==> src/rtl/limb_fetch.sv <==
// Limb instruction fetch stage: PC, ROM addressing, output slot, return stack.
// Ports: clk, reset (async low), rom_addr/rom_data, instr_valid/instr_ready,
//   instr/instr_pc, redir_valid/kind/target/link, ras_count, fault.
// Macro LIMB_FETCH_FAULT_EN: stack over/underflow traps into FAULT.
module limb_fetch #(
  parameter int PC_W      = 8,
  parameter int INSTR_W   = 32,
  parameter int RAS_DEPTH = 8,
  localparam int IW       = $clog2(RAS_DEPTH),
  localparam int CW       = IW + 1
) (
  input  logic               clk,
  input  logic               reset,
  output logic [PC_W-1:0]    rom_addr,
  input  logic [INSTR_W-1:0] rom_data,
  output logic               instr_valid,
  input  logic               instr_ready,
  output logic [INSTR_W-1:0] instr,
  output logic [PC_W-1:0]    instr_pc,
  input  logic               redir_valid,
  input  logic [1:0]         redir_kind,
  input  logic [PC_W-1:0]    redir_target,
  input  logic [PC_W-1:0]    redir_link,
  output logic [CW-1:0]      ras_count,
  output logic               fault
);

  typedef enum logic [1:0] {
    S_BOOT,
    S_RUN,
    S_FAULT
  } state_t;

  localparam logic [1:0] K_JUMP = 2'd0;
  localparam logic [1:0] K_CALL = 2'd1;
  localparam logic [1:0] K_RET  = 2'd2;

  state_t          state;
  logic [PC_W-1:0] pc;
  logic [PC_W-1:0] ras [RAS_DEPTH];

  logic          slot_free;
  logic          do_redir;
  logic          is_full;
  logic          is_empty;
  logic [IW-1:0] push_idx;
  logic [IW-1:0] top_idx;

  assign rom_addr  = pc;
  assign slot_free = !instr_valid || instr_ready;
  assign do_redir  = redir_valid && (redir_kind != 2'd3);
  assign is_full   = (ras_count == CW'(RAS_DEPTH));
  assign is_empty  = (ras_count == '0);
  assign push_idx  = ras_count[IW-1:0];
  // When full the low bits are 0, so this wraps to the last entry.
  assign top_idx   = ras_count[IW-1:0] - IW'(1);

`ifdef LIMB_FETCH_FAULT_EN
  logic stack_err;
  assign stack_err = ((redir_kind == K_CALL) && is_full) ||
                     ((redir_kind == K_RET) && is_empty);
  assign fault = (state == S_FAULT);
`else
  assign fault = 1'b0;
`endif

  always_ff @(posedge clk or negedge reset) begin
    if (!reset) begin
      state       <= S_BOOT;
      pc          <= '0;
      instr_valid <= 1'b0;
      instr       <= '0;
      instr_pc    <= '0;
      ras_count   <= '0;
      for (int i = 0; i < RAS_DEPTH; i++)
        ras[i] <= '0;
    end else begin
      unique case (state)
        S_BOOT: state <= S_RUN;
        S_RUN: begin
          if (do_redir) begin
`ifdef LIMB_FETCH_FAULT_EN
            if (stack_err) begin
              state       <= S_FAULT;
              instr_valid <= 1'b0;
            end else
`endif
            begin
              instr_valid <= 1'b0;
              unique case (redir_kind)
                K_JUMP: pc <= redir_target;
                K_CALL: begin
                  pc <= redir_target;
                  if (is_full) begin
                    ras[top_idx] <= redir_link;
                  end else begin
                    ras[push_idx] <= redir_link;
                    ras_count     <= ras_count + CW'(1);
                  end
                end
                K_RET: begin
                  if (is_empty) begin
                    pc <= '0;
                  end else begin
                    pc        <= ras[top_idx];
                    ras_count <= ras_count - CW'(1);
                  end
                end
                default: ;
              endcase
            end
          end else if (slot_free) begin
            instr       <= rom_data;
            instr_pc    <= pc;
            instr_valid <= 1'b1;
            pc          <= pc + PC_W'(1);
          end
        end
        S_FAULT: instr_valid <= 1'b0;
        default: state <= S_BOOT;
      endcase
    end
  end

endmodule

==> config.mk <==
export PLATFORM = sky130hd
export DESIGN_NAME = limb_fetch
export DESIGN_NICKNAME = d
export VERILOG_FILES = /design/src/rtl/limb_fetch.sv
export SDC_FILE = /design/constraint.sdc
export NUM_CORES = 1
export LEC_CHECK = 0
export ABC_AREA = 1
export CORE_ASPECT_RATIO = 1.5
export CORE_MARGIN = 3
export CORE_UTILIZATION = 46
export DETAILED_ROUTE_END_ITERATION = 12
export PLACE_DENSITY = 0.74
export SYNTH_ARGS = -nofsm -noshare
export SYNTH_HDL_FRONTEND = slang
export SYNTH_SLANG_ARGS = --single-unit
==> constraint.sdc <==
create_clock -name clk -period 2.1 [get_ports clk]
set_input_delay 0.315 -clock clk [delete_from_list [all_inputs] [get_ports clk]]
set_output_delay 0.315 -clock clk [all_outputs]
set_load 0.02 [all_outputs]
# [Word-level counts from Yosys, hierarchy flattened]
# Index checks and enable logic that the tools add are counted.
[classes] addsub=4 mul=0 n_div=0 n_lt_le_gt_ge=4 n_eq_ne=10 n_shift=0 n_mux=21 n_bitwise=3 n_reduce_logical=18
[op_table] operator="bitwise mux 64 bit" count=2
[op_table] operator="2-to-1 mux 64 bit" count=1
[op_table] operator="2-to-1 mux 8 bit" count=7
[op_table] operator="demux 8 bit (select 3 bit)" count=2
[op_table] operator="binary-select mux 8 bit (select 3 bit)" count=1
[op_table] operator="one-hot mux 8 bit (2 select lines)" count=1
[op_table] operator="AND reduction 3 bit" count=3
[op_table] operator="adder 8 x 1 -> 8 bit (second input constant)" count=1
[op_table] operator=">= comparator 4 bit (second input constant)" count=2
[op_table] operator="less-than comparator 4 x 1 -> 1 bit (second input constant)" count=2
[op_table] operator="2-to-1 mux 4 bit" count=2
[op_table] operator="inverter 3 -> 4 bit" count=2
[op_table] operator="one-hot mux 4 bit (2 select lines)" count=1
[op_table] operator="!= test 2 bit (second input constant)" count=3
[op_table] operator="nonzero test 2 bit" count=3
[op_table] operator="AND reduction 5 bit" count=1
[op_table] operator="adder 4 x 1 -> 4 bit (second input constant)" count=1
[op_table] operator="== test 2 x 1 -> 1 bit (second input constant)" count=2
[op_table] operator="== test 2 bit (second input constant)" count=2
[op_table] operator="== test 4 bit (second input constant)" count=1
[op_table] operator="zero test 2 bit" count=2
[op_table] operator="zero test 4 bit" count=1
[op_table] operator="one-hot mux 2 bit (2 select lines)" count=1
[op_table] operator="OR reduction 2 bit" count=2
[op_table] operator="other kinds (11)" count=14
[word_totals] register_bits=119 latchBits=0 mem_bits_rw=0 mem_bits_ro=0 in_bits=54 output_inout_bits=54 n_memories=0

# [Depth between registers and ports, before layout]
[logic_depth] ltp_word=8 mapped_depth=15 depth_no_buf=12

# [Worst setup path after synthesis]
# Ideal clock, no wire load.
[synth_timing] path_type="flip-flop to flip-flop" startpoint="register ras_count[0]" endpoint="register pc[5], in the netlist rom_addr[5]" arrival_time_ps=2164 required_time_ps=2023 slack_ps=-141 stages_incl_launch_ff=16 period_less_slack_ps=2241 path_cell_list="dfrtp_1 inv_2 buf_2 buf_2 ha_1 buf_2 inv_2 clkbuf_1 nand2_1 nand2_1 nand2_1 nand2_1 nand2_1 nand2_1 nand2_1 a21oi_1"
[synth_via] elab_chain_len=8
[synth_lines] item="from (decl)" line="24" rtl="output logic [CW-1:0] ras_count,"
[synth_lines] item="from (signal assigned)" line="98" rtl="ras_count <= ras_count + CW'(1);"
[synth_lines] item="from (signal assigned)" line="106" rtl="ras_count <= ras_count - CW'(1);"
[synth_lines] item="subtractor 3 x 1 -> 3 bit" line="56" rtl="assign top_idx = ras_count[IW-1:0] - IW'(1);"
[synth_lines] item="named net top_idx[0]" line="47" rtl="logic [IW-1:0] top_idx;"
[synth_lines] item="inverter 3 -> 4 bit (not written as such)" line="105" rtl="pc <= ras[top_idx];"
[synth_lines] item="binary-select mux 8 bit (select 3 bit)" line="105"
[synth_lines] item="2-to-1 mux 8 bit (not written as such) (2 in series)" line="105"
[synth_lines] item="2-to-1 mux 8 bit" line="102" rtl="if (is_empty) begin"
[synth_lines] item="one-hot mux 8 bit (2 select lines)" line="90" rtl="unique case (redir_kind)"
[synth_lines] item="2-to-1 mux 8 bit" line="81" rtl="if (do_redir) begin"
[synth_lines] item="to (signal assigned)" line="91" rtl="K_JUMP: pc <= redir_target;"
[synth_lines] item="to (signal assigned)" line="93" rtl="pc <= redir_target;"
[synth_lines] item="to (signal assigned)" line="105"
[synth_lines] item="to (decl)" line="39" rtl="logic [PC_W-1:0] pc;"
# The timed path passes the listed nets, and every way through them passes these cells. The select of a mux whose other input is x is not followed.
# A chain may end at the register's enable or synchronous reset.

# [Final worst setup path]
[layout_timing] startpoint="register ras_count[0]" endpoint="register ras[0] (netlist name)"
[layout_via] elab_chain_len=8
[layout_lines] item="subtractor 3 x 1 -> 3 bit" line="56"
[layout_lines] item="inverter 3 -> 4 bit (not written as such)" line="95" rtl="ras[top_idx] <= redir_link;"
[layout_lines] item=">= comparator 4 bit (not written as such) / less-than comparator 4 x 1 -> 1 bit (equally long branches)" line="95"
[layout_lines] item="logical AND 1 bit (not written as such)" line="95"
[layout_lines] item="2-to-1 mux 8 bit (not written as such)" line="95"
[layout_lines] item="demux 8 bit (select 3 bit)" line="95"
[layout_lines] item="bitwise mux 64 bit" line="95"
[layout_lines] item="2-to-1 mux 64 bit *" line="94" rtl="if (is_full) begin"
[layout_lines] item="to (signal, indexed assignment)" line="95"
[layout_lines] item="to (signal, indexed assignment)" line="97" rtl="ras[push_idx] <= redir_link;"
[layout_lines] item="to (decl)" line="40" rtl="logic [PC_W-1:0] ras [RAS_DEPTH];"
# Mark *: on every way between the ends. The rest lies on a longest branch, timed or not.

==> impl_metrics.py <==
metrics = {
    "grt": {
        "grt_remaining_overflow": 0,
        "grt_max_degree": 46,
        "grt_pass1_vias": 5002,
        "grt_usage_pct": 22.7,
        "antenna_found_initial": 0,
        "grt_pass1_wl_um": 25600,
    },
    "clocking": {
        "cts_setup_buffers": 0,
        "cts_made_buffers": 17,
        "htree_levels": 4,
        "cts_buffer_depth": 2,
        "path_clk_slew_ns": 0.06,
        "root_buffer": "clkbuf_16",
        "clock-sinks": 118,
        "cts_tree": "built",
        "clock_latency_ns": 0.41,
    },
    "timing": {
        "whs_ns": 0.448,
        "drv_slew": 0,
        "hold_viol_final": 0,
        "setup_ws_ns": 0.155,
        "period_share_pct": 92.6,
        "worstMarginPinSlew_ns": 0.639,
        "fmax_mhz": 514,
        "post-route-min-period_ns": 1.95,
        "setup_viol": 0,
        "rsz0062_at_grt": "no",
        "slew-limit-headroom_pct": 57.4,
        "fin_skew_ns": 0.0108,
    },
    "logic_synthesis": {
        "synth_edf_count": 0,
        "synth_warnings": 0,
        "yosysTopAreaCell": "dfrtp_1",
        "syn-num-nets": 697,
        "synth_most_common_cell": "nand2_1",
        "synth_common_cells": "218 x nand2_1, 118 x dfrtp_1, 49 x o21ai_1",
        "synthArstFlopShare_pct": 100,
        "synthesis.area_mm2": 0.00585,
        "netlist.area_leader.share_pct": 50.4,
        "yosysSeqAreaShare_pct": 50.4,
        "synth_area_per_cell_um2": 9.15,
        "ys_top_cells_by_area": "dfrtp_1 50%, nand2_1 14%, mux2_4 8.0%",
        "ys_ff_latch": 118,
        "synth_ff_type": "dfrtp_1",
        "yosys.cell_types.count": 38,
        "postSynthCellCount": 640,
    },
    "layout": {
        "area_growth_pct": 33.4,
        "final_cell_count_no_fill": 929,
        "nets": 821,
        "design_area_mm2": 0.00781,
        "final_util_pct": 64.0,
        "fill_cells": 963,
        "antenna_cells": 0,
        "drive_gt1_share_pct": 17.9,
    },
    "drt": {
        "firstDrtPassIters": 5,
        "viasPerCell": 5.20,
        "antenna_left": 0,
        "dr_total_vias": 4828,
        "wire_per_inst_um": 16.6,
        "drc": 0,
        "wl_um": 15500,
        "drtIter0Drc": 246,
    },
    "worst_setup_path": {
        "cp.arrival_ns": 2.23,
        "r2r_cells": 11,
        "cp-end-kind": "flop",
        "required_ns": 2.38,
        "path_max_fanout": 16,
        "startpoint_type": "flop",
        "critical_path_class": "flop to flop",
    },
    "place": {
        "dp_hpwl_um": 10700,
        "portBuffers": 106,
        "place.gp.congestion": 0.919,
        "place_inst": 897,
        "dpl_worst_slack_ns": 0.0360,
        "placed_area_mm2": 0.00716,
    },
    "outcome": {
        "run_status": "complete, no violations",
    },
    "floorplanning": {
        "start_util_pct": 48.0,
        "placementRows": 49,
        "core_area_mm2": 0.0122,
        "die_x_um": 98.1,
        "ios": 108,
        "die_area_mm2": 0.0141,
        "die_h_um": 144,
    },
    "flow_run": {
        "drv_cap": 0,
    },
    "pwr": {
        "ir_drop_mv": 0.565,
        "p_leak_uw": 0.00378,
        "power_density_mw_per_mm2": 1400,
    },
    "worst_hold_path": {
        "hold_path.class": "input port to async pin",
    },
}
report_power, final:
part | internal (uW) | switching, uW
sequential | 3070 | 546
clock | 2070 | 993
combinational | 1780 | 2470
registers in the layout, summed over array words and instances, names as in the netlist:
register / flops
ras: 64
instr: 32
instr_pc: 8
rom_addr: 8
ras_count: 4
instr_valid: 1
state: 1
area by class of cell:
cell class	count	area (um2)	share of cell area, %
flip-flops and latches	118	2960	37.8
repair buffers	130	1290	16.6
clock inverters	8	146	1.87
inverters	50	198	2.53
well taps	153	191	2.45
multi-input cells	447	2550	32.6
clock buffers	23	478	6.12
layout by cell type, fill, tap and decap left out, drive strengths merged:
master / count
nor4: 2
clkdlybuf4s50: 104
nand4: 1
ha: 3
dlygate4sd2: 1
dlygate4sd3: 1
xor2: 3
nand2: 227
clkinv: 4
nand3: 21
o21ai: 96
inv: 49
a21oi: 14
o31ai: 1
mux2: 36
a31oi: 1
conb: 2
o21bai: 1
nor3: 5
bufinv: 4
xnor2: 3
nor2: 28
o22ai: 1
a21boi: 1
or2: 1
buf: 24
clkinvlp: 1
dfrtp: 118
clkbuf: 23
critical path: stages, from the launching register on:
cell,delay [ns]
dfrtp_2,0.41
inv_2,0.06
ha_1,0.20
inv_2,0.08
nor2_8,0.10
inv_2,0.08
nor2_8,0.12
inv_2,0.05
o21ai_1,0.20
nand2_2,0.27
nand2_1,0.17
o21ai_2,0.07
through the flow:
step | TNS [ns] | power (uW)
after floorplan | -0.183 | 6300
after global placement | 0 | 7660
after detailed placement | 0 | 7810
after CTS | 0 | 11000
after global routing | 0 | 11600
final | 0 | 10900
per-layer routing:
layer | up-vias | part of all wire (%) | global-route usage, %
met5 | - | 0 | 0
met3 | 32 | 5.9 | 4.68
met1 | 2285 | 39 | 26.0
met4 | 0 | 2.1 | 8.10
li1 | 2320 | - | -
met2 | 191 | 53 | 42.0
logic make-up (layout without fill, tap and decap cells):
| family | Yosys count | in the layout | share of synthesized area, % |
|---|---|---|---|
| AO/OA/AOI/OAI | 115 | 115 | 11.5 |
| XOR/XNOR | 6 | 6 | 0.898 |
| adder cells (fa/ha/maj) | 3 | 3 | 0.641 |
| buffers and inverters | 75 | 211 | 6.28 |
| flip-flops | 118 | 118 | 50.4 |
| multiplexers | 36 | 36 | 8.91 |
| other | 2 | 2 | 0.128 |
| AND/OR/NAND/NOR | 285 | 285 | 21.2 |
final timing paths:
kind                         startpoint       end  slack [ns]
setup / recovery           ras_count[0]    ras[0]        0.15
hold / removal                    reset  instr[3]        0.45
setup reg to reg           ras_count[0]    ras[0]        0.15
hold reg to reg                 ras[14]   ras[14]        0.49
max in group asynchronous         reset   ras[19]        1.00
min in group clk                ras[14]   ras[14]        0.49
repair_timing:
item,in CTS,in global routing
endpoints found under the setup margin,1,17
resized for setup,2,3
hold endpoints to repair,43,0
hold buffers,1,0
pin swaps,0,0
No activity file was read; power rests on OpenSTA's default activity.
